==> config.mk <==
export PLATFORM = sky130hd
export DESIGN_NAME = fib_kb_ctrl_flat
export DESIGN_NICKNAME = d
export VERILOG_FILES = /design/src/rtl/fib_kb_ctrl_pkg.sv /design/src/rtl/fib_kb_ctrl_if.sv /design/src/rtl/fib_kb_ctrl_decode.sv /design/src/rtl/fib_kb_ctrl.sv /design/src/flat_wrapper.sv
export SDC_FILE = /design/constraint.sdc
export NUM_CORES = 1
export LEC_CHECK = 0
export ABC_CLOCK_PERIOD_IN_PS = 7520
export BUFFER_PORTS_ARGS = -buffer_cell sky130_fd_sc_hd__buf_2
export CORE_MARGIN = 4
export CORE_UTILIZATION = 60
export CTS_CLUSTER_DIAMETER = 30
export CTS_CLUSTER_SIZE = 40
export DETAILED_ROUTE_END_ITERATION = 6
export GPL_TIMING_DRIVEN = 0
export PLACE_DENSITY = 0.85
export SLEW_MARGIN = 20
export SYNTH_ARGS = -nofsm -noshare
export SYNTH_HDL_FRONTEND = slang
export SYNTH_SLANG_ARGS = --single-unit
export TNS_END_PERCENT = 20
==> constraint.sdc <==
create_clock -name clk -period 7.52 [get_ports clk]
set_input_delay 2.256 -clock clk [delete_from_list [all_inputs] [get_ports clk]]
set_output_delay 2.256 -clock clk [all_outputs]
set_load 0.005 [all_outputs]
==> src/rtl/fib_kb_ctrl_pkg.sv <==
// Shared constants for the keyboard -> Fibonacci -> UART sequencer:
// scan codes, ASCII bytes, FSM encoding and result-nibble helpers.
package fib_ctrl_pkg;

  // Make codes for digits 0..9 (index = digit value)
  localparam logic [9:0][7:0] SC_DIGIT = {
    8'h46, 8'h3E, 8'h3D, 8'h36, 8'h2E, 8'h25, 8'h26, 8'h1E, 8'h16, 8'h45
  };
  localparam logic [7:0] SC_ENTER = 8'h5A;
  localparam logic [7:0] SC_BKSP  = 8'h66;
  localparam logic [7:0] SC_ESC   = 8'h76;

  localparam logic [7:0] ASC_CR = 8'h0D;
  localparam logic [7:0] ASC_E  = 8'h45;
  localparam logic [7:0] ASC_0  = 8'h30;
  localparam logic [7:0] ASC_A  = 8'h41;

  typedef enum logic [2:0] {COLLECT, CHECK, START, WAIT, SEND, ERR, EOL} state_t;

  typedef struct packed {
    logic       is_digit;
    logic [3:0] digit;
    logic       is_enter;
    logic       is_clear;
  } key_t;

  function automatic int nib_count(int w);
    return (w + 3) / 4;
  endfunction

  function automatic logic [7:0] hex_ascii(logic [3:0] n);
    return (n < 4'd10) ? ASC_0 + {4'd0, n} : ASC_A + {4'd0, n} - 8'd10;
  endfunction

endpackage

==> src/rtl/fib_kb_ctrl_if.sv <==
// Bundle of the keyboard FIFO, Fibonacci unit and UART TX signals seen by the
// sequencer; master = controller side, slave = environment side.
interface fib_kb_ctrl_if #(parameter int FIB_W = 20);
  logic             kb_buf_empty;
  logic [7:0]       key_code;
  logic             rd_key_code;
  logic             fib_ready;
  logic             fib_done_tick;
  logic [FIB_W-1:0] fib_f;
  logic             fib_start;
  logic [5:0]       fib_i;
  logic             tx_full;
  logic             wr_uart;
  logic [7:0]       w_data;
  logic             busy;
  logic             err;

  modport master (
    input  kb_buf_empty, key_code, fib_ready, fib_done_tick, fib_f, tx_full,
    output rd_key_code, fib_start, fib_i, wr_uart, w_data, busy, err
  );
  modport slave (
    output kb_buf_empty, key_code, fib_ready, fib_done_tick, fib_f, tx_full,
    input  rd_key_code, fib_start, fib_i, wr_uart, w_data, busy, err
  );
endinterface

==> src/rtl/fib_kb_ctrl_decode.sv <==
// Combinational classification of the make code at the keyboard FIFO head.
module kb_digit_decode
  import fib_ctrl_pkg::*;
(
  input  logic [7:0] key_code,
  output key_t       key
);

  always_comb begin
    key          = '0;
    key.is_enter = (key_code == SC_ENTER);
    key.is_clear = (key_code == SC_BKSP) || (key_code == SC_ESC);
    for (int i = 0; i < 10; i++) begin
      if (key_code == SC_DIGIT[i]) begin
        key.is_digit = 1'b1;
        key.digit    = 4'(i);
      end
    end
  end

endmodule

==> src/rtl/fib_kb_ctrl.sv <==
// Keyboard-driven Fibonacci sequencer: collects a 1-2 digit index, runs the
// Fibonacci unit, prints the result as hex + CR. FIB_CTRL_ECHO_EN echoes digits.
module fib_kb_ctrl
  import fib_ctrl_pkg::*;
#(
  parameter int FIB_W   = 20,
  parameter int MAX_IDX = 30
) (
  input logic          clk,
  input logic          reset,
  fib_kb_ctrl_if.master bus
);

  localparam int NIB    = nib_count(FIB_W);
  localparam int NIB_BW = (NIB > 1) ? $clog2(NIB) : 1;
  localparam logic [NIB_BW-1:0] NIB_LAST = NIB_BW'(NIB - 1);
  localparam logic [6:0]        MAX_ACC  = 7'(MAX_IDX);

  state_t             state;
  logic [6:0]         acc;
  logic [1:0]         cnt;
  logic [FIB_W-1:0]   result;
  logic [NIB_BW-1:0]  nib;
  logic [NIB*4-1:0]   res_ext;
  logic [3:0]         cur_nib;
  key_t               key;
  logic               pop, can_tx;
  logic               fib_start_r, wr_r, busy_r, err_r;
  logic [5:0]         fib_i_r;
  logic [7:0]         wd_r;

  kb_digit_decode u_dec (.key_code(bus.key_code), .key(key));

  assign can_tx = !bus.tx_full;
`ifdef FIB_CTRL_ECHO_EN
  // A key is only taken when its echo byte can be written in the same cycle
  assign pop = (state == COLLECT) && !bus.kb_buf_empty && can_tx;
`else
  assign pop = (state == COLLECT) && !bus.kb_buf_empty;
`endif

  assign res_ext = (NIB*4)'(result);
  assign cur_nib = 4'(res_ext >> {nib, 2'b00});

  assign bus.rd_key_code = pop;
  assign bus.fib_start   = fib_start_r;
  assign bus.fib_i       = fib_i_r;
  assign bus.wr_uart     = wr_r;
  assign bus.w_data      = wd_r;
  assign bus.busy        = busy_r;
  assign bus.err         = err_r;

  always_ff @(posedge clk) begin
    if (reset) begin
      state       <= COLLECT;
      acc         <= '0;
      cnt         <= '0;
      result      <= '0;
      nib         <= '0;
      fib_start_r <= 1'b0;
      fib_i_r     <= '0;
      wr_r        <= 1'b0;
      wd_r        <= '0;
      busy_r      <= 1'b0;
      err_r       <= 1'b0;
    end else begin
      fib_start_r <= 1'b0;
      wr_r        <= 1'b0;
      case (state)
        COLLECT: if (pop) begin
          if (key.is_digit) begin
            if (cnt < 2'd2) begin
              acc <= acc * 7'd10 + {3'b000, key.digit};
              cnt <= cnt + 2'd1;
`ifdef FIB_CTRL_ECHO_EN
              wr_r <= 1'b1;
              wd_r <= ASC_0 + {4'd0, key.digit};
`endif
            end
          end else if (key.is_clear) begin
            acc <= '0;
            cnt <= '0;
          end else if (key.is_enter && cnt != 2'd0) begin
            err_r  <= 1'b0;
            busy_r <= 1'b1;
            state  <= CHECK;
          end
        end
        CHECK: state <= (acc > MAX_ACC) ? ERR : START;
        START: if (bus.fib_ready) begin
          fib_i_r     <= acc[5:0];
          fib_start_r <= 1'b1;
          state       <= WAIT;
        end
        WAIT: if (bus.fib_done_tick) begin
          result <= bus.fib_f;
          nib    <= NIB_LAST;
          state  <= SEND;
        end
        // Most significant nibble first, leading zeros included
        SEND: if (can_tx) begin
          wr_r <= 1'b1;
          wd_r <= hex_ascii(cur_nib);
          if (nib == '0) state <= EOL;
          else           nib   <= nib - NIB_BW'(1);
        end
        ERR: if (can_tx) begin
          wr_r  <= 1'b1;
          wd_r  <= ASC_E;
          err_r <= 1'b1;
          state <= EOL;
        end
        EOL: if (can_tx) begin
          wr_r   <= 1'b1;
          wd_r   <= ASC_CR;
          acc    <= '0;
          cnt    <= '0;
          busy_r <= 1'b0;
          state  <= COLLECT;
        end
        default: state <= COLLECT;
      endcase
    end
  end

endmodule

==> src/flat_wrapper.sv <==
// flat-port wrapper written by rule: the top's interface ports become plain ports
module fib_kb_ctrl_flat import fib_ctrl_pkg::*;
#(
  parameter int FIB_W   = 20,
  parameter int MAX_IDX = 30
)
  (clk, reset, bus_kb_buf_empty, bus_key_code, bus_fib_ready, bus_fib_done_tick, bus_fib_f, bus_tx_full, bus_rd_key_code, bus_fib_start, bus_fib_i, bus_wr_uart, bus_w_data, bus_busy, bus_err);
  fib_kb_ctrl_if #(.FIB_W(FIB_W)) bus_i ();
  input logic clk;
  input logic reset;
  input wire logic [$bits(bus_i.kb_buf_empty)-1:0] bus_kb_buf_empty;
  input wire logic [$bits(bus_i.key_code)-1:0] bus_key_code;
  input wire logic [$bits(bus_i.fib_ready)-1:0] bus_fib_ready;
  input wire logic [$bits(bus_i.fib_done_tick)-1:0] bus_fib_done_tick;
  input wire logic [$bits(bus_i.fib_f)-1:0] bus_fib_f;
  input wire logic [$bits(bus_i.tx_full)-1:0] bus_tx_full;
  output wire logic [$bits(bus_i.rd_key_code)-1:0] bus_rd_key_code;
  output wire logic [$bits(bus_i.fib_start)-1:0] bus_fib_start;
  output wire logic [$bits(bus_i.fib_i)-1:0] bus_fib_i;
  output wire logic [$bits(bus_i.wr_uart)-1:0] bus_wr_uart;
  output wire logic [$bits(bus_i.w_data)-1:0] bus_w_data;
  output wire logic [$bits(bus_i.busy)-1:0] bus_busy;
  output wire logic [$bits(bus_i.err)-1:0] bus_err;
  assign bus_i.kb_buf_empty = bus_kb_buf_empty;
  assign bus_i.key_code = bus_key_code;
  assign bus_i.fib_ready = bus_fib_ready;
  assign bus_i.fib_done_tick = bus_fib_done_tick;
  assign bus_i.fib_f = bus_fib_f;
  assign bus_i.tx_full = bus_tx_full;
  assign bus_rd_key_code = bus_i.rd_key_code;
  assign bus_fib_start = bus_i.fib_start;
  assign bus_fib_i = bus_i.fib_i;
  assign bus_wr_uart = bus_i.wr_uart;
  assign bus_w_data = bus_i.w_data;
  assign bus_busy = bus_i.busy;
  assign bus_err = bus_i.err;
  fib_kb_ctrl #(.FIB_W(FIB_W), .MAX_IDX(MAX_IDX)) u_core (.clk(clk), .reset(reset), .bus(bus_i));
endmodule
==> results of run 1 <==
-- power by group through the flow --
| stage | Sequential (uW) | Combinational (uW) | Clock, uW |
|---|---|---|---|
| after floorplan | 285 | 55.7 | 0 |
| after global placement | 285 | 78.7 | 0 |
| after detailed placement | 286 | 80.7 | 0 |
| after CTS | 279 | 80.9 | 162 |
| after global routing | 280 | 90.7 | 171 |
| final | 279 | 81.9 | 159 |
-- cells by family after synthesis --
| family | Yosys count |
|---|---|
| buffers and inverters | 36 |
| other | 1 |
| flip-flops | 52 |
| AO/OA/AOI/OAI | 102 |
| AND/OR/NAND/NOR | 123 |
| XOR/XNOR | 11 |
| multiplexers | 17 |
| adder cells (fa/ha/maj) | 13 |
-- synth_stat cells, types with 2 or more instances --
cell type  number  area, sq um
a22o_1          5        43.79
a22oi_1         2        15.01
a31oi_1         2        12.51
and3_1          2        12.51
nand3_1         4        20.02
dfxtp_1        52         1041
nor2b_1         3        18.77
fa_1            2        40.04
mux2i_1        16        160.2
nand3b_1        3        22.52
xor2_1          4        35.03
buf_4           3        22.52
o21a_1          2        15.01
a311oi_1        2        17.52
clkbuf_1       11        41.29
nand2b_1        5        31.28
nor2_1         25        93.84
or4b_1          2        20.02
inv_1          12        45.04
nor3_1         11        55.05
buf_2           7        35.03
a32o_1          2        20.02
xnor2_1         7        61.31
o21ai_0        17        85.08
o22ai_1         5        31.28
ha_1           11        137.6
a21oi_1        44        220.2
a21o_1          2        15.01
or3_1           2        12.51
buf_1           2        7.510
or3b_2          2        17.52
nand2_1        55        206.5
-- cell type report --
class | instances | area [sq um]
tap | 67 | 83.83
fill | 399 | 1399
clock buffer | 5 | 68.82
buffer | 24 | 117.6
clock inverter | 3 | 18.77
inverter | 12 | 45.04
multi-input combinational | 267 | 1709
sequential | 52 | 1041
timing repair buffer | 48 | 240.2
-- worst paths after layout --
kind,startpoint,end,depth (start not counted)
hold reg to reg,u_core.res_ext[15],u_core.res_ext[15],2
setup reg to reg,u_core.acc[1],u_core.acc[6],8
hold / removal,u_core.res_ext[15],u_core.res_ext[15],2
setup / recovery,bus_kb_buf_empty,bus_rd_key_code,3
-- sequential cells by signal, indices dropped and copies added, names as in the netlist --
name and count:
u_core.bus.fib_i 6, u_core.bus.fib_start 1, u_core.acc 7, u_core.bus.w_data 7, u_core.nib 3, u_core.cnt 2
u_core.res_ext 20, u_core.bus.wr_uart 1, u_core.bus.busy 1, u_core.bus.err 1, u_core.state 3
-- layer usage --
metal / up-vias / wire, microns / share of wire [%] / GRT usage (%)
met3: 8 / 349 / 5.2 / 4.060
met4: 0 / 63 / 0.94 / 6.762
met5: - / 0 / 0 / 0
met2: 66 / 3211 / 48 / 37.76
li1: 1364 / - / - / -
met1: 1261 / 3088 / 46 / 30.23
-- stage by stage --
stage | utilization [%] | total power, uW | instance area, sq um | std cells | setup slack, ns
2_1_floorplan | - | 340.9 | 2913 | 355 | 2.872
3_3_place_gp | 68.53 | 364.0 | 3237 | 470 | 2.633
3_5_place_dp | 68.53 | 366.3 | 3237 | 470 | 2.624
4_1_cts | 70.38 | 521.5 | 3324 | 478 | 2.621
5_1_grt | 70.38 | 540.8 | 3324 | 478 | 2.588
6_report | 70.38 | 519.8 | 3324 | 478 | 2.630
-- critical path, cell delays in order --
cell	delay [ns]
buf_2	0.11
nor2_1	0.13
buf_2	0.13
==> results.md, run 1 <==
| Step | Item | This run |
|:---|:---|:---|
| layout | Final #Nets | 457 |
| layout | Layout cell share with drive strength beyond 1 | 19.95% |
| routing | Drt first-iter violations | 178 |
| layout | Ant diodes | 0 |
| global route | Aggregate global-route resource usage | 22.80% |
| layout | Post-synthesis to final-layout area growth | 14.13% |
| power | IR Drop Worst-Case VDD | 0.1252 mV |
| synthesis | Cell area after synthesis | 2913 sq um |
| power | Sequential group share of total power | 53.7% |
| power | Cell Int Power | 371.0 uW |
| synthesis | Net count after synthesis | 402 |
| synthesis | Post-Synth XOR/XNOR Area | 3.308% |
| synthesis | Average cell area after synthesis | 8.205 sq um |
| power | Switching power | 148.8 uW |
| timing | Worst hold-check slack | 0.4631 ns |
| timing | Final Hold Violating Endpoints | 0 |
| timing | Fin Setup TNS | 0 ns |
| synthesis | Mux contribution to synthesized area | 6.014% |
| synthesis | Sequential share of the synthesized area | 35.74% |
| timing | Final Skew | 0.006563 ns |
| global route | First-pass GRT wire length | 11250 microns |
| layout | Most frequent cells in the layout | buf_2, nand2_1, dfxtp_1, a21oi_1, nor2_1 |
| clocking | CTS Root Buffer Type | clkbuf_8 |
| synthesis | Synthesized-area fraction occupied by and/or/nand/nor cells | 20.15% |
| global route | Overall overflow remaining after global route | 0 |
| synthesis | Number of synthesized flops with an enable pin | 0 |
| clocking | Max Root-Sink Buffers | 2 |
| clocking | Clock latency of the later-clocked register in the worst-skew pair | 0.31 ns |
| timing | Number of max-slew violations in the final report | 0 |
| critical path | Crit end category | primary output |
| die | Number of placed I/O pins | 53 |
| hold path | Type of the tightest min-delay check | reg -> reg |
| timing | Worst-case headroom to the max-slew limit | 52.82% |
| clocking | Clock Sink Count | 52 |
| routing | Final WL | 6712 microns |
| clocking | Cts-stage hold buffer count | 0 |
| power | Net switching share of the total power | 28.62% |
| power | Share of total power in combinational logic | 15.8% |
| critical path | Worst Path Required | 5.26 ns |
| timing | Worst Max-Slew Pin Slew | 0.7059 ns |
| power | Power density over the cells | 156.4 nW/um^2 |
| critical path | WP data arrival | 2.63 ns |
| placement | Post-detail-place hpwl | 5157 microns |
| die | Floorplan Core Area | 4723 sq um |
| synthesis | Async set or reset register ratio after synthesis | 0% |
| die | Die extent in x | 77.68 microns |
| synthesis | Predominant post-synthesis flop cell | dfxtp_1 |
| power | Cell leakage power | 0.001296 uW |
| placement | Weighted congestion at the end of routability-driven global placement | 0.8923 |
| power | Clock network power share | 30.5% |
| routing | DRC violation count after routing | 0 |
| critical path | Critical path class | in -> out |
| clocking | Post-CTS Setup Repair Bufs | 0 |
| synthesis | Area share of fa/ha/maj cells after synthesis | 6.100% |
| timing | Setup repair after global routing missed its margin | false |
| clocking | Clock transition time at the flip-flop clock pins of the worst setup and hold paths | 0.09 ns |
| placement | Number of buffer cells added on primary ports | 48 |
| timing | Maximum operating frequency | 204.5 MHz |
| clocking | TritonCTS clock tree | built |
| synthesis | Cell variety after synth | 63 |
| critical path | Crit path launch type | input port |
| die | FP Rows | 25 |
| synthesis | Dominant combinational cell family by area after synthesis | compound AO/OA/AOI/OAI gates |
| clocking | Count of cells resized by post-cts repair | 0 |
| routing | TritonRoute pass-1 iters | 6 |
| synthesis | Number of cells produced by synthesis | 355 |
| die | Vertical extent of the die | 77.68 microns |
| timing | Final count of negative-setup-slack endpoints | 0 |
| synthesis | Post-synthesis compound-gate area fraction | 22.98% |
| global route | Number of global-route vias before repair | 2509 |
| clocking | Number of buffers created by CTS | 5 |
| die | Die Outline Area | 6033 sq um |
| run status | Result of the run | completed |
| routing | Detailed-route vias per instance | 5.646 |
| critical path | Largest fanout of any net on the critical path | 3 |
| synthesis | Post-synthesis sequential element count | 52 |
| timing | Share of the clock period used by the worst path | 65.02% |
| global route | Number of antenna violations at the first check in global routing | 0 |
| routing | Drt wl/cell | 14.04 microns |
| timing | Time the final worst path needs with I/O delays and setup | 4.890 ns |
| clocking | CTS HTree Levels | 2 |
| routing | Antenna Violating Nets Remaining | 0 |
| run | Max-cap violation count | 0 |
| die | Initial standard-cell utilization of the core | 61.67% |
| global route | Maximum number of pins on one net before global-route repair | 17 |
| routing | Detailed-route via count | 2699 |
| synthesis | Synth Warn # | 0 |
| critical path | Reg2reg setup slack | 5.26 ns |
(Power assumes the default switching activity.)
==> run 2, diff against run 1 <==
--- a/config.mk
+++ b/config.mk
@@ -5,15 +5,15 @@
 export SDC_FILE = /design/constraint.sdc
 export NUM_CORES = 1
 export LEC_CHECK = 0
-export ABC_CLOCK_PERIOD_IN_PS = 7520
+export ABC_CLOCK_PERIOD_IN_PS = 4800
 export BUFFER_PORTS_ARGS = -buffer_cell sky130_fd_sc_hd__buf_2
 export CORE_MARGIN = 4
-export CORE_UTILIZATION = 60
+export CORE_UTILIZATION = 56
 export CTS_CLUSTER_DIAMETER = 30
 export CTS_CLUSTER_SIZE = 40
 export DETAILED_ROUTE_END_ITERATION = 6
 export GPL_TIMING_DRIVEN = 0
-export PLACE_DENSITY = 0.85
+export PLACE_DENSITY = 0.8
 export SLEW_MARGIN = 20
 export SYNTH_ARGS = -nofsm -noshare
 export SYNTH_HDL_FRONTEND = slang
==> constraint.sdc (replaced) <==
create_clock -name clk -period 4.8 [get_ports clk]
set_input_delay 1.44 -clock clk [delete_from_list [all_inputs] [get_ports clk]]
set_output_delay 1.44 -clock clk [all_outputs]
set_load 0.005 [all_outputs]
==> results.md, run 2 (same netlist as run 1, synthesis figures left out) <==
| Step | Item | This run | Change |
|:---|:---|:---|:---|
| timing | Number of max-slew violations in the final report | 0 | unchanged |
| critical path | Crit path cell chain | buf_2 > inv_1 > nor3_1 > and2_1 > ha_1 > a21o_1 > a21oi_1 > nor3b_1 > xnor2_1 > nand3_1 > a21oi_1 |  |
| clocking | Max Root-Sink Buffers | 2 | unchanged |
| power | Clock network power share | 32.2% | +1.7 points |
| global route | Aggregate global-route resource usage | 22.24% | -0.55 points |
| placement | Weighted congestion at the end of routability-driven global placement | 0.8763 | -1.8% |
| run | Max-cap violation count | 0 | unchanged |
| placement | Instance area at placement | 3237 sq um | unchanged |
| critical path | Largest fanout of any net on the critical path | 8 | +5 |
| layout | Most frequent cells in the layout | buf_2, nand2_1, dfxtp_1, a21oi_1, nor2_1 |  |
| critical path | Most prevalent standard cell on the critical path | a21oi_1 |  |
| power | Share of total power in combinational logic | 15.5% | -0.3 points |
| power | Power density over the cells | 250.4 nW/um^2 | +60% |
| routing | TritonRoute pass-1 iters | 5 | -1 |
| layout | Post-synthesis to final-layout area growth | 14.65% |  |
| routing | Final WL | 6806 microns | +1.4% |
| global route | Number of antenna violations at the first check in global routing | 0 | unchanged |
| critical path | Reg2reg setup slack | 2.59 ns | -2.67 ns |
| timing | Final Skew | 0.01022 ns | +0.003655 ns |
| critical path | WP data arrival | 3.58 ns | +0.95 ns |
| power | IR Drop Worst-Case VDD | 0.1639 mV | +31% |
| critical path | Endpoint of the worst-slack reg-to-reg timing path | u_core.bus.w_data[4] |  |
| critical path | Slowest-stage cell, CP | nor3_1 |  |
| die | Vertical extent of the die | 80.12 microns | +3.1% |
| power | Net switching share of the total power | 29.49% | +0.87 points |
| placement | Cell count after placement | 470 | unchanged |
| die | Initial standard-cell utilization of the core | 59.69% | -2.0 points |
| routing | Met2 wire length | 3052 microns | -5.0% |
| critical path | Delay of the slowest critical-path stage | 0.44 ns | +0.31 ns |
| power | Sequential group share of total power | 52.3% | -1.4 points |
| critical path | Worst Path Required | 5.04 ns | -0.22 ns |
| layout | Post-route cell area | 3339 sq um | +0.45% |
| critical path | Critical path class | in -> reg |  |
| timing | Time the final worst path needs with I/O delays and setup | 3.340 ns |  |
| critical path | Beginning of the worst register-to-register path | u_core.nib[2] |  |
| power | Cell leakage power | 0.001300 uW | +0.28% |
| layout | Final non-filler cell total | 478 | unchanged |
| die | FP Rows | 25 | unchanged |
| die | Floorplan Core Area | 4880 sq um | +3.3% |
| routing | Routed metal-1 wire length | 3220 microns | +4.3% |
| timing | Worst Max-Slew Pin Slew | 0.6684 ns | -0.03742 ns |
| routing | Antenna Violating Nets Remaining | 0 | unchanged |
| critical path | CP Launch Point | bus_key_code[5] |  |
| clocking | Clock Sink Count | 52 | unchanged |
| die | Die extent in x | 80.12 microns | +3.1% |
| clocking | CTS HTree Levels | 2 | unchanged |
| hold path | Type of the tightest min-delay check | reg -> reg |  |
| timing | Setup repair after global routing missed its margin | false |  |
| timing | Fin Setup TNS | 0 ns | unchanged |
| routing | Topmost layer with routed signal wires | met4 |  |
| layout | Final #Nets | 457 | unchanged |
| routing | Detailed-route vias per instance | 5.651 | about the same |
| clocking | Clock latency of the later-clocked register in the worst-skew pair | 0.31 ns | about the same |
| layout | Number of filler instances in the final layout | 431 | +8.0% |
| global route | First-pass GRT wire length | 11340 microns | +0.80% |
| critical path | Crit end category | flop |  |
| layout | Number of flip-flops under the largest register name | 20 | unchanged |
| timing | Final count of negative-setup-slack endpoints | 0 | unchanged |
| layout | Ant diodes | 0 | unchanged |
| global route | Overall overflow remaining after global route | 0 | unchanged |
| global route | Maximum number of pins on one net before global-route repair | 20 | +3 |
| clocking | CTS Root Buffer Type | clkbuf_8 |  |
| timing | Final Hold Violating Endpoints | 0 | unchanged |
| clocking | Count of cells resized by post-cts repair | 0 | unchanged |
| clocking | Cts-stage hold buffer count | 0 | unchanged |
| routing | Met3 wire length | 503 microns | +44% |
| clocking | Post-CTS Setup Repair Bufs | 0 | unchanged |
| die | Die Outline Area | 6419 sq um | +6.4% |
| timing | Share of the clock period used by the worst path | 69.58% |  |
| placement | Number of buffer cells added on primary ports | 48 | unchanged |
| critical path | Setup crit end | u_core.acc[6] |  |
| timing | Maximum operating frequency | 299.4 MHz |  |
| routing | Detailed-route via count | 2701 | +0.074% |
| placement | Post-detail-place hpwl | 5158 microns | about the same |
| clocking | Clock transition time at the flip-flop clock pins of the worst setup and hold paths | 0.10 ns | about the same |
| power | Cell Int Power | 589.5 uW | +59% |
| routing | Drt first-iter violations | 288 | +62% |
| run status | Result of the run | completed |  |
| clocking | Number of buffers created by CTS | 5 | unchanged |
| routing | DRC violation count after routing | 0 | unchanged |
| clocking | TritonCTS clock tree | built |  |
| die | Number of placed I/O pins | 53 | unchanged |
| power | Switching power | 246.5 uW | +66% |
| global route | Number of global-route vias before repair | 2398 | -4.4% |
| routing | Drt wl/cell | 14.24 microns | +1.4% |
| timing | Worst-case headroom to the max-slew limit | 55.33% | +2.5 points |
| layout | Layout cell share with drive strength beyond 1 | 19.95% | unchanged |
| critical path | Crit path launch type | input port |  |
| critical path | Logic depth of the worst register-to-register path | 9 | +1 |
-- run 2: cell types whose count changed in the layout (fill, tap and decap cells not counted) --
cell	change
clkinv_8	+1
inv_6	+1
clkinv_2	-2
-- run 2: power groups by stage --
stage	Combinational, uW	Sequential, uW	Clock [uW]
3_5_place_dp	127	447	0
6_report	130	437	269
3_3_place_gp	124	447	0
5_1_grt	143	438	294
2_1_floorplan	87.3	447	0
4_1_cts	128	437	276
-- run 2: area by class of cell --
| type | instances | area [sq um] | area share [%] |
|---|---|---|---|
| Sequential cell | 52 | 1041 | 31.17 |
| Timing Repair Buffer | 48 | 240.2 | 7.194 |
| Clock inverter | 3 | 33.78 | 1.012 |
| Inverter | 12 | 45.04 | 1.349 |
| Clock buffer | 5 | 68.82 | 2.061 |
| Tap cell | 67 | 83.83 | 2.510 |
| Multi-Input combinational cell | 267 | 1709 | 51.18 |
| Buffer | 24 | 117.6 | 3.522 |
-- run 2: metrics by stage --
step                      hold slack (ns)  utilization (%)  total power, uW  setup WS, ns
after detailed placement           0.4465            66.33            574.0         1.218
after global placement             0.4431            66.33            571.2         1.260
after CTS                          0.4603            68.44            840.7         1.525
after floorplan                    0.4357                -            534.0         1.610
after global routing               0.4762            68.44            875.3         1.310
final                              0.4555            68.44            836.0         1.460
-- run 2: how the worst min path moves through the flow --
stage,from,end,cells past startpoint
floorplan,u_core.res_ext[0],u_core.res_ext[0],2
global placement,u_core.res_ext[11],u_core.res_ext[11],2
detailed placement,u_core.bus.w_data[1],u_core.bus.w_data[1],2
CTS,u_core.bus.busy,u_core.bus.busy,2
global route,u_core.bus.w_data[1],u_core.bus.w_data[1],2
finish,u_core.bus.busy,u_core.bus.busy,2
-- run 2: critical path, delay by kind of cell --
kind	cells	cell delay, ns
buf+inv	2	0.26
compound gates	3	0.53
fa+ha+maj	1	0.25
simple gates	4	0.92
xor+xnor	1	0.18
-- run 2: routing by layer --
metal / up-vias / track usage [%]
li1: 1356 / -
met3: 8 / 4.260
met5: - / 0
met2: 102 / 32.28
met4: 0 / 4.730
met1: 1235 / 33.91
